===== config.mk =====
export PLATFORM = sky130hd
export DESIGN_NAME = hazard_ctl_flat
export DESIGN_NICKNAME = d
export VERILOG_FILES = /design/src/rtl/hazard_ctl_if.sv /design/src/rtl/hazard_ctl.sv /design/src/flat_wrapper.sv
export SDC_FILE = /design/constraint.sdc
export NUM_CORES = 1
export LEC_CHECK = 0
export CAP_MARGIN = 20
export CELL_PAD_IN_SITES_DETAIL_PLACEMENT = 0
export CELL_PAD_IN_SITES_GLOBAL_PLACEMENT = 1
export CORE_ASPECT_RATIO = 0.75
export CORE_MARGIN = 4
export CORE_UTILIZATION = 25
export CTS_BUF_LIST = sky130_fd_sc_hd__clkbuf_4 sky130_fd_sc_hd__clkbuf_8
export DETAILED_ROUTE_END_ITERATION = 8
export GPL_TIMING_DRIVEN = 0
export PLACE_DENSITY = 0.81
export REMOVE_ABC_BUFFERS = 1
export SYNTH_ARGS = -nofsm -noshare
export SYNTH_HDL_FRONTEND = slang
export SYNTH_SLANG_ARGS = --single-unit

===== constraint.sdc =====
create_clock -name clk -period 2.3 [get_ports clk]
set_clock_uncertainty 0.05 [all_clocks]
set_input_delay 0.69 -clock clk [delete_from_list [all_inputs] [get_ports clk]]
set_output_delay 0.69 -clock clk [all_outputs]
set_load 0.02 [all_outputs]

===== src/rtl/hazard_ctl_if.sv =====
// Decode/execute/memory hazard signals exchanged between the pipeline and
// the interlock controller.
interface hazard_ctl_if #(
    parameter int CPU_REGNO_WIDTH = 5
);
    logic [CPU_REGNO_WIDTH-1:0] rs;
    logic [CPU_REGNO_WIDTH-1:0] rt;
    logic                       use_rs;
    logic                       use_rt;
    logic                       md_use_p1;
    logic [CPU_REGNO_WIDTH-1:0] rd_p2;
    logic                       load_p2;
    logic                       md_start;
    logic                       md_div;
    logic                       mem_busy;
    logic                       stall_p0;
    logic                       stall_p1;
    logic                       stall_p2;
    logic                       stall_p3;
    logic                       bubble_p2;
    logic                       md_busy;
    logic                       md_done;

    modport master (
        output rs, rt, use_rs, use_rt, md_use_p1, rd_p2, load_p2,
               md_start, md_div, mem_busy,
        input  stall_p0, stall_p1, stall_p2, stall_p3, bubble_p2,
               md_busy, md_done
    );

    modport slave (
        input  rs, rt, use_rs, use_rt, md_use_p1, rd_p2, load_p2,
               md_start, md_div, mem_busy,
        output stall_p0, stall_p1, stall_p2, stall_p3, bubble_p2,
               md_busy, md_done
    );
endinterface


===== src/rtl/hazard_ctl.sv =====
// Pipeline interlock: load-use, bus-wait and mul/div-busy stalls, plus the
// mul/div latency counter that tells decode when HI/LO are valid.
module hazard_ctl #(
    parameter int MUL_LAT = 4,
    parameter int DIV_LAT = 32
) (
    input  logic         clk,
    input  logic         nrst,
    hazard_ctl_if.slave  hz
);
    localparam int MAX_LAT = (MUL_LAT > DIV_LAT) ? MUL_LAT : DIV_LAT;
    localparam int CNT_W   = $clog2(MAX_LAT + 1);

    logic [CNT_W-1:0] cnt_q, cnt_d;
    logic             md_done_q, md_done_d;
    logic             md_busy;
    logic             md_acc;
    logic [1:0]       src_hit;
    logic             load_use;
    logic             md_wait;
    logic [3:0]       stall;
    logic             bubble;

    assign md_busy = (cnt_q != '0);
    assign md_acc  = hz.md_start & ~hz.mem_busy & ~md_busy;

    // Latency counter keeps running through stalls; only acceptance is frozen.
    always_comb begin
        cnt_d = cnt_q;
        if (md_acc) begin
            cnt_d = hz.md_div ? CNT_W'(DIV_LAT) : CNT_W'(MUL_LAT);
        end else if (md_busy) begin
            cnt_d = cnt_q - 1'b1;
        end
        md_done_d = (cnt_q == CNT_W'(1));
    end

    always_ff @(posedge clk or negedge nrst) begin
        if (!nrst) begin
            cnt_q     <= '0;
            md_done_q <= 1'b0;
        end else begin
            cnt_q     <= cnt_d;
            md_done_q <= md_done_d;
        end
    end

    assign src_hit[0] = hz.use_rs & (hz.rs == hz.rd_p2);
    assign src_hit[1] = hz.use_rt & (hz.rt == hz.rd_p2);
    // r0 is hardwired zero, so a load "into" it never produces data to wait on.
    assign load_use   = hz.load_p2 & (hz.rd_p2 != '0) & (|src_hit);
    assign md_wait    = hz.md_use_p1 & md_busy;

    // Priority: bus wait freezes everything, otherwise hold fetch/decode and bubble.
    always_comb begin
        stall  = 4'b0000;
        bubble = 1'b0;
        if (nrst) begin
            if (hz.mem_busy) begin
                stall = 4'b1111;
            end else if (load_use | md_wait) begin
                stall  = 4'b0011;
                bubble = 1'b1;
            end
        end
    end

    assign hz.stall_p0  = stall[0];
    assign hz.stall_p1  = stall[1];
    assign hz.stall_p2  = stall[2];
    assign hz.stall_p3  = stall[3];
    assign hz.bubble_p2 = bubble;
    assign hz.md_busy   = md_busy;
    assign hz.md_done   = md_done_q;
endmodule

===== src/flat_wrapper.sv =====
// flat-port wrapper written by rule: the top's interface ports become plain ports
module hazard_ctl_flat 
#(
    parameter int MUL_LAT = 4,
    parameter int DIV_LAT = 32
)
  (clk, nrst, hz_rs, hz_rt, hz_use_rs, hz_use_rt, hz_md_use_p1, hz_rd_p2, hz_load_p2, hz_md_start, hz_md_div, hz_mem_busy, hz_stall_p0, hz_stall_p1, hz_stall_p2, hz_stall_p3, hz_bubble_p2, hz_md_busy, hz_md_done);
  hazard_ctl_if hz_i ();
  input  logic clk;
  input  logic nrst;
  input wire logic [$bits(hz_i.rs)-1:0] hz_rs;
  input wire logic [$bits(hz_i.rt)-1:0] hz_rt;
  input wire logic [$bits(hz_i.use_rs)-1:0] hz_use_rs;
  input wire logic [$bits(hz_i.use_rt)-1:0] hz_use_rt;
  input wire logic [$bits(hz_i.md_use_p1)-1:0] hz_md_use_p1;
  input wire logic [$bits(hz_i.rd_p2)-1:0] hz_rd_p2;
  input wire logic [$bits(hz_i.load_p2)-1:0] hz_load_p2;
  input wire logic [$bits(hz_i.md_start)-1:0] hz_md_start;
  input wire logic [$bits(hz_i.md_div)-1:0] hz_md_div;
  input wire logic [$bits(hz_i.mem_busy)-1:0] hz_mem_busy;
  output wire logic [$bits(hz_i.stall_p0)-1:0] hz_stall_p0;
  output wire logic [$bits(hz_i.stall_p1)-1:0] hz_stall_p1;
  output wire logic [$bits(hz_i.stall_p2)-1:0] hz_stall_p2;
  output wire logic [$bits(hz_i.stall_p3)-1:0] hz_stall_p3;
  output wire logic [$bits(hz_i.bubble_p2)-1:0] hz_bubble_p2;
  output wire logic [$bits(hz_i.md_busy)-1:0] hz_md_busy;
  output wire logic [$bits(hz_i.md_done)-1:0] hz_md_done;
  assign hz_i.rs = hz_rs;
  assign hz_i.rt = hz_rt;
  assign hz_i.use_rs = hz_use_rs;
  assign hz_i.use_rt = hz_use_rt;
  assign hz_i.md_use_p1 = hz_md_use_p1;
  assign hz_i.rd_p2 = hz_rd_p2;
  assign hz_i.load_p2 = hz_load_p2;
  assign hz_i.md_start = hz_md_start;
  assign hz_i.md_div = hz_md_div;
  assign hz_i.mem_busy = hz_mem_busy;
  assign hz_stall_p0 = hz_i.stall_p0;
  assign hz_stall_p1 = hz_i.stall_p1;
  assign hz_stall_p2 = hz_i.stall_p2;
  assign hz_stall_p3 = hz_i.stall_p3;
  assign hz_bubble_p2 = hz_i.bubble_p2;
  assign hz_md_busy = hz_i.md_busy;
  assign hz_md_done = hz_i.md_done;
  hazard_ctl #(.MUL_LAT(MUL_LAT), .DIV_LAT(DIV_LAT)) u_core (.clk(clk), .nrst(nrst), .hz(hz_i));
endmodule

==> impl_results.md, run 1 <==
- Multiplexer share of the synthesized area: 0%
- Starting Density: 27.2%
- Die Wd: about 63 µm
- Vias per std cell: roughly 4.6
- Core area: between 2000 and 2500 µm²
- Synth area leaders: dfrtp_1 (31%), xor2_1 (16%), ha_1 (6.7%)
- Asr flop ratio synth: 100%
- Synthesized area: approximately 560 µm²
- Post-DP HPWL: between 1000 and 1500 µm
- R2r worst-path depth: 6
- Vias post-DR: 539
- Count leader, synth: xor2_1
- Layout area overhead: 67.3%
- Worst path required time: 1.56 ns
- Critical path fanouts, max: 3
- Simple-Gate Fraction of Synth Area: 23.1%
- Fillcell total: 213
- Post-synth cell types: 28
- Flops & latches, synth: 7
- Syn_area_per_cell: 9.23 µm²
- NetSw: 277 µW
- Total CTS buffers: 3
- IO Port Bufs: 30
- I/O pin cnt: 31
- Pins Over Slew Limit: 0
- ANT cells: 0
- Slew HR: 76.4%
- Status: finished with violations
- Max Cap Viol: 0
- Top cell type's share of synthesized area: 31.1%
- Share of post-route cells with drive strength above 1: 35.1%
- Design area: approximately 940 µm²
- Ys flop type: dfrtp_1
- Worst Tran Pin Value: 0.349 ns
- Adder-cell area share of the yosys netlist: 6.67%
- Post-route DRC violation count: 0
- Clock share of power: approximately 18%
- Critical R2R Capture: u_core.cnt_q[3]$_DFFE_PN0P_
- Placement row count: 14
- Critical-path cell list: buf_8 -> or4_4 -> o21a_1 -> nand2_1 -> o21ai_2 -> buf_6
- DP Area: 867 µm²
- Final Hold Fails: 0
- Crit path launch type: primary input
- Nature of the critical path endpoint: output port
- EDFF count, synth: 0
- Die Ht: between 40 and 50 µm
- Tot GR Track Use: 10.5%
- Avg WL per Cell: 13.3 µm
- Clock slew at reported path FFs: 0.06 ns
- Largest net degree at the start of global routing: 12
- Largest family of logic cells by synthesized area: simple AND/OR/NAND/NOR gates
- Fmax: 394 MHz
- Remaining antenna violation count: 0
- DR pass1 iterations: 4
- Max Root-Sink Buffers: 2
- Synth area leader: dfrtp_1
- RSZ-0062 raised after global routing: yes
- Vias in the first global route: ~530
- Routability cong.: 0.731
- Post-Syn Instances: 61
- Post-Synth XOR/XNOR Area: between 20 and 25%
- Fin crit share: 110%
- Path type of the worst setup path: in2out
- Fin crit period: 2.54 ns
- Commonest cells in the netlist: xor2_1 (10), dfrtp_1 (7), o21ai_0 (4), xnor2_1 (4)
- CTS Sinks: 7
- Area fraction in compound gates after synthesis: 10.2%
- FF+latch area: 175 µm²
- Sw frac: 39.0%
- Power per cell area: 752 nW/µm²
- Fin nets: between 100 and 150
- Seq/Total Area, Yosys: 31.1%
- Setup TNS: -0.713 ns
- Root Driver: clkbuf_4
- # H-tree levels: 1
- Seq pwr share: 37.2%
- Initial antenna violation count: 0
- Multi-input logic area: 404 µm²
- Final hold slack: 0.335 ns
- Worst vdd ir: 428 µV
- Final setup margin: -0.241 ns
- Number of setup violations in the final report: 3
- Class of the worst hold path: in2async
- Synth warn: 0
- CP peak stage delay: 0.52 ns
- DIE AREA: 3080 µm²
- Skew-Pair Late Insertion Delay: 0.25 ns
- Initial drt markers: 8
- Grt ovf: 0
- TritonCTS clock tree: done
- FF-to-FF Start: u_core.cnt_q[0]$_DFFE_PN0P_
- Pint: roughly 430 µW
- First-pass GRT wire length: approximately 2500 µm
- Slowest CP cell: or4_4
- Power Total: 709 µW
- Logic pwr share: 45.1%
- Leakage: between 0.0004 and 0.0005 µW
- Routed wire length: 1570 µm
- Violated checks: negative setup slack
- Crit path DAT: 1.80 ns
- Flop2flop setup slack: 0.72 ns
[stage by stage]
step           worst slack (ns)  util [%]  cells
5_1_grt                  -0.304      45.6    118
6_report                 -0.241      45.6    118
3_5_place_dp              -1.18      41.9    112
2_1_floorplan            -0.574         -     58
3_3_place_gp              -1.12      41.9    112
4_1_cts                  -0.265      43.7    118
[power groups by stage]
| stage | clock (µW) | combinational [µW] | sequential (µW) |
|---|---|---|---|
| 6_report | 125 | 320 | 264 |
| 5_1_grt | 138 | 358 | 277 |
| 4_1_cts | 130 | 307 | 248 |
| 3_5_place_dp | 0 | 291 | 250 |
| 3_3_place_gp | 0 | 285 | 249 |
| 2_1_floorplan | 0 | 184 | 240 |
[cell type report]
type,count,share of cell area (%)
clock buffers,4,3.19
flip-flops and latches,7,18.6
multi-input cells,48,42.9
repair buffers,32,30.7
well taps,24,3.19
inverters,3,1.46
[logic make-up (layout without fill, tap and decap cells)]
logic type,after synthesis,count (layout)
and+or+nand+nor,21,21
xor gates and xnor gates,14,14
AOI/OAI and AO/OA,10,10
DFF,7,7
buffers and inverters,6,39
adders and majority gates,3,3
[critical path: cells and delay by family]
family,cells,cell delay [ns]
compound gates,2,0.26
buf+inv,2,0.24
simple gates,2,0.60
[cell usage in the layout (no fill, tap or decap), types with 2 or more instances in the layout]
cell             n
a21oi_1          2
and2_4           2
buf_2            3
buf_4            5
buf_6            4
clkbuf_2         3
clkbuf_4         4
clkdlybuf4s15_1  4
clkdlybuf4s50_1  8
dfrtp_1          7
dlygate4sd2_1    2
ha_1             3
inv_1            2
nand2_1          3
nand3_1          2
nor2_1           2
nor4_2           2
o21ai_0          2
o21ai_1          2
xnor2_1          3
xor2_1           9
[flip-flops by register name (all words and copies together) (netlist names)]
name               count
u_core.cnt_q           6
u_core.hz.md_done      1
[worst max path at each step]
stage	from	to
after floorplan	hz_rd_p2[3]	hz_stall_p0
after global placement	hz_rd_p2[3]	hz_stall_p1
after detailed placement	hz_rd_p2[3]	hz_stall_p0
after CTS	hz_rd_p2[4]	hz_stall_p0
after global routing	hz_rs[4]	hz_stall_p0
final	hz_rd_p2[4]	hz_stall_p0
[per-layer routing]
| layer | global-route usage, % | vias up | routed length, µm |
|---|---|---|---|
| li1 | - | 277 | - |
| met2 | 16.5 | 16 | 780 |
| met3 | 3.92 | 2 | 74 |
| met5 | 0 | - | 0 |
| met4 | 3.30 | 0 | 12 |
| met1 | 13.3 | 244 | 701 |
[repair_timing]
item | CTS | global route
gates resized for setup | 79 | 17
hold buffers | 0 | 0
setup endpoints to repair | 6 | 6
pin swaps | 15 | 8
setup buffers | 2 | 0
No activity file was read; power rests on OpenSTA's default activity.
==> run 2: changes to the inputs <==
--- a/config.mk
+++ b/config.mk
@@ -12,10 +12,12 @@
 export CORE_MARGIN = 4
 export CORE_UTILIZATION = 25
 export CTS_BUF_LIST = sky130_fd_sc_hd__clkbuf_4 sky130_fd_sc_hd__clkbuf_8
+export CTS_CLUSTER_SIZE = 20
 export DETAILED_ROUTE_END_ITERATION = 8
 export GPL_TIMING_DRIVEN = 0
 export PLACE_DENSITY = 0.81
 export REMOVE_ABC_BUFFERS = 1
+export SKIP_CTS_REPAIR_TIMING = 1
 export SYNTH_ARGS = -nofsm -noshare
 export SYNTH_HDL_FRONTEND = slang
 export SYNTH_SLANG_ARGS = --single-unit
==> run 2 against run 1 <==
The flow still finishes with violations (negative setup slack). Via count grew 0.74%. First-iteration DRC count shrank 38%. Design area grew 6.1%. Clock power is essentially flat. Combinational power shrank 1%. Largest cell class unchanged.
==> impl_results.md, run 2 (same netlist as run 1, synthesis figures left out) <==
- Status: finished with violations
- Violated checks: negative setup slack
- Flop2flop setup slack: 0.75 ns (+0.03 ns)
- DR pass1 iterations: 2 (-2)
- Critical path fanouts, max: 3 (unchanged)
- Core area: 2070 µm² (unchanged)
- Fin nets: 123 (+0.82%)
- Worst path required time: 1.56 ns (about the same)
- Grt ovf: 0 (unchanged)
- Largest net degree at the start of global routing: 12 (unchanged)
- Initial antenna violation count: 0 (unchanged)
- Share of post-route cells with drive strength above 1: 31.6% (-3.5 points)
- DIE AREA: 3080 µm² (unchanged)
- ANT cells: 0 (unchanged)
- Fmax: 390 MHz (-0.89%)
- Clock slew at reported path FFs: 0.05 ns (about the same)
- Die Ht: 49.1 µm (unchanged)
- Nature of the critical path endpoint: output port
- RSZ-0062 raised after global routing: yes
- Commonest non-fill, non-tap cell in the layout: dlymetal6s2s_1
- Tot GR Track Use: 9.86% (-0.63 points)
- Final hold slack: 0.312 ns (-0.0230 ns)
- Design area: 1000 µm² (+6.1%)
- Root Driver: clkbuf_4
- Die Wd: 62.8 µm (unchanged)
- Routability cong.: 0.731 (unchanged)
- Power Total: 704 µW (-0.62%)
- Vias post-DR: 543 (+0.74%)
- Final Hold Fails: 0 (unchanged)
- Post-route DRC violation count: 0 (unchanged)
- Worst Tran Pin Value: 0.450 ns (+0.101 ns)
- Power per cell area: 704 nW/µm² (-6.3%)
- Max Cap Viol: 0 (unchanged)
- Starting Density: 27.2% (unchanged)
- Placement row count: 14 (unchanged)
- Avg WL per Cell: 13.5 µm (+1.8%)
- Post-DP HPWL: 1230 µm (unchanged)
- R2r worst-path depth: 5 (-1)
- Layout area overhead: 77.6%
- Remaining antenna violation count: 0 (unchanged)
- Fin crit period: 2.56 ns (+0.0227 ns)
- Vias in the first global route: 522 (-2.1%)
- Final setup margin: -0.264 ns (-0.0227 ns)
- IO Port Bufs: 30 (unchanged)
- Skew-Pair Late Insertion Delay: 0.25 ns (about the same)
- Leakage: 0.000504 µW (+22%)
- CTS Sinks: 7 (unchanged)
- Fin crit share: 111% (+0.99 points)
- Routed wire length: 1610 µm (+2.6%)
- I/O pin cnt: 31 (unchanged)
- Total CTS buffers: 3 (unchanged)
- FF+latch area: 175 µm² (unchanged)
- Multi-input logic area: 412 µm² (+1.9%)
- Worst vdd ir: 430 µV (+0.34%)
- Pins Over Slew Limit: 0 (unchanged)
- Largest Register: u_core.cnt_q
- Crit path launch type: primary input
- Crit path DAT: 1.82 ns (+0.02 ns)
- Class of the worst hold path: in2async
- Most frequent cells in the layout: dlymetal6s2s_1 (12), xor2_1 (8), clkdlybuf4s50_1 (8), dfrtp_1 (7), buf_4 (6)
- Max reg flops: 6 (unchanged)
- Fillcell total: 209 (-1.9%)
- # H-tree levels: 1 (unchanged)
- Number of setup violations in the final report: 3 (unchanged)
- Max Root-Sink Buffers: 2 (unchanged)
- Post-Route Utilization: 48.4% (+2.8 points)
- DP Area: 867 µm² (unchanged)
- Slew HR: 70.0% (-6.4 points)
- Initial drt markers: 5 (-3)
- Vias per std cell: 4.56 (-0.10%)
- TritonCTS clock tree: done
- First-pass GRT wire length: 2340 µm (-5.6%)
- Path type of the worst setup path: in2out
run 2: cell types whose count changed in the layout (fill, tap and decap cells not counted), sizes merged:
cell | before | now
dlymetal6s2s | 1 | 12
clkdlybuf4s15 | 5 | 0
buf | 13 | 10
dlygate4sd2 | 2 | 0
run 2: worst max-delay path: stages:
cell,delay (ns)
buf_8,0.10
or4_4,0.52
o21a_1,0.21
nand2_1,0.08
o21ai_2,0.09
buf_6,0.14
run 2: final timing paths:
| path | from | to |
|---|---|---|
| worst max register to register | u_core.cnt_q[4]$_DFFE_PN0P_ | u_core.cnt_q[2]$_DFFE_PN0P_ |
| worst min-delay path | nrst | u_core.cnt_q[3]$_DFFE_PN0P_ |
| worst max-delay path | hz_rd_p2[3] | hz_stall_p0 |
| max in group asynchronous | nrst | u_core.cnt_q[4]$_DFFE_PN0P_ |
| worst min register to register | u_core.cnt_q[3]$_DFFE_PN0P_ | u_core.cnt_q[3]$_DFFE_PN0P_ |
| min in group clk | u_core.cnt_q[3]$_DFFE_PN0P_ | u_core.cnt_q[3]$_DFFE_PN0P_ |
run 2: cell type report:
type | count | share of cell area, %
Multi-Input combinational cell | 48 | 41.2
Timing Repair Buffer | 33 | 33.9
Sequential cell | 7 | 17.5
Clock buffer | 4 | 3.00
Tap cell | 24 | 3.00
Inverter | 3 | 1.38
run 2: metal layers:
| layer | vias to the layer above | track usage, % | wire length (µm) |
|---|---|---|---|
| li1 | 276 | - | - |
| met1 | 253 | 12.6 | 717 |
| met2 | 12 | 15.0 | 809 |
| met3 | 2 | 3.92 | 69 |
| met4 | 0 | 3.30 | 12 |
| met5 | - | 0 | 0 |
run 2: stage by stage:
stage                     TNS (ns)  std cells  setup slack [ns]
after global routing        -0.947        119            -0.326
after floorplan              -1.31         58            -0.574
after CTS                    -5.39        116             -1.18
after global placement       -4.89        112             -1.12
final                       -0.768        119            -0.264
after detailed placement     -5.08        112             -1.18
run 2: power by group:
| part | total (µW) | switching, µW | internal, µW |
|---|---|---|---|
| registers | 263 | 79.1 | 184 |
| clock network | 125 | 47.1 | 78.1 |
| logic | 316 | 147 | 169 |
==> run 3: changes to the inputs <==
--- a/config.mk
+++ b/config.mk
@@ -5,6 +5,7 @@
 export SDC_FILE = /design/constraint.sdc
 export NUM_CORES = 1
 export LEC_CHECK = 0
+export ABC_CLOCK_PERIOD_IN_PS = 2300
 export CAP_MARGIN = 20
 export CELL_PAD_IN_SITES_DETAIL_PLACEMENT = 0
 export CELL_PAD_IN_SITES_GLOBAL_PLACEMENT = 1
==> results of run 3 <==
No change in the layout: final DEF, timing and power equal those of run 2.
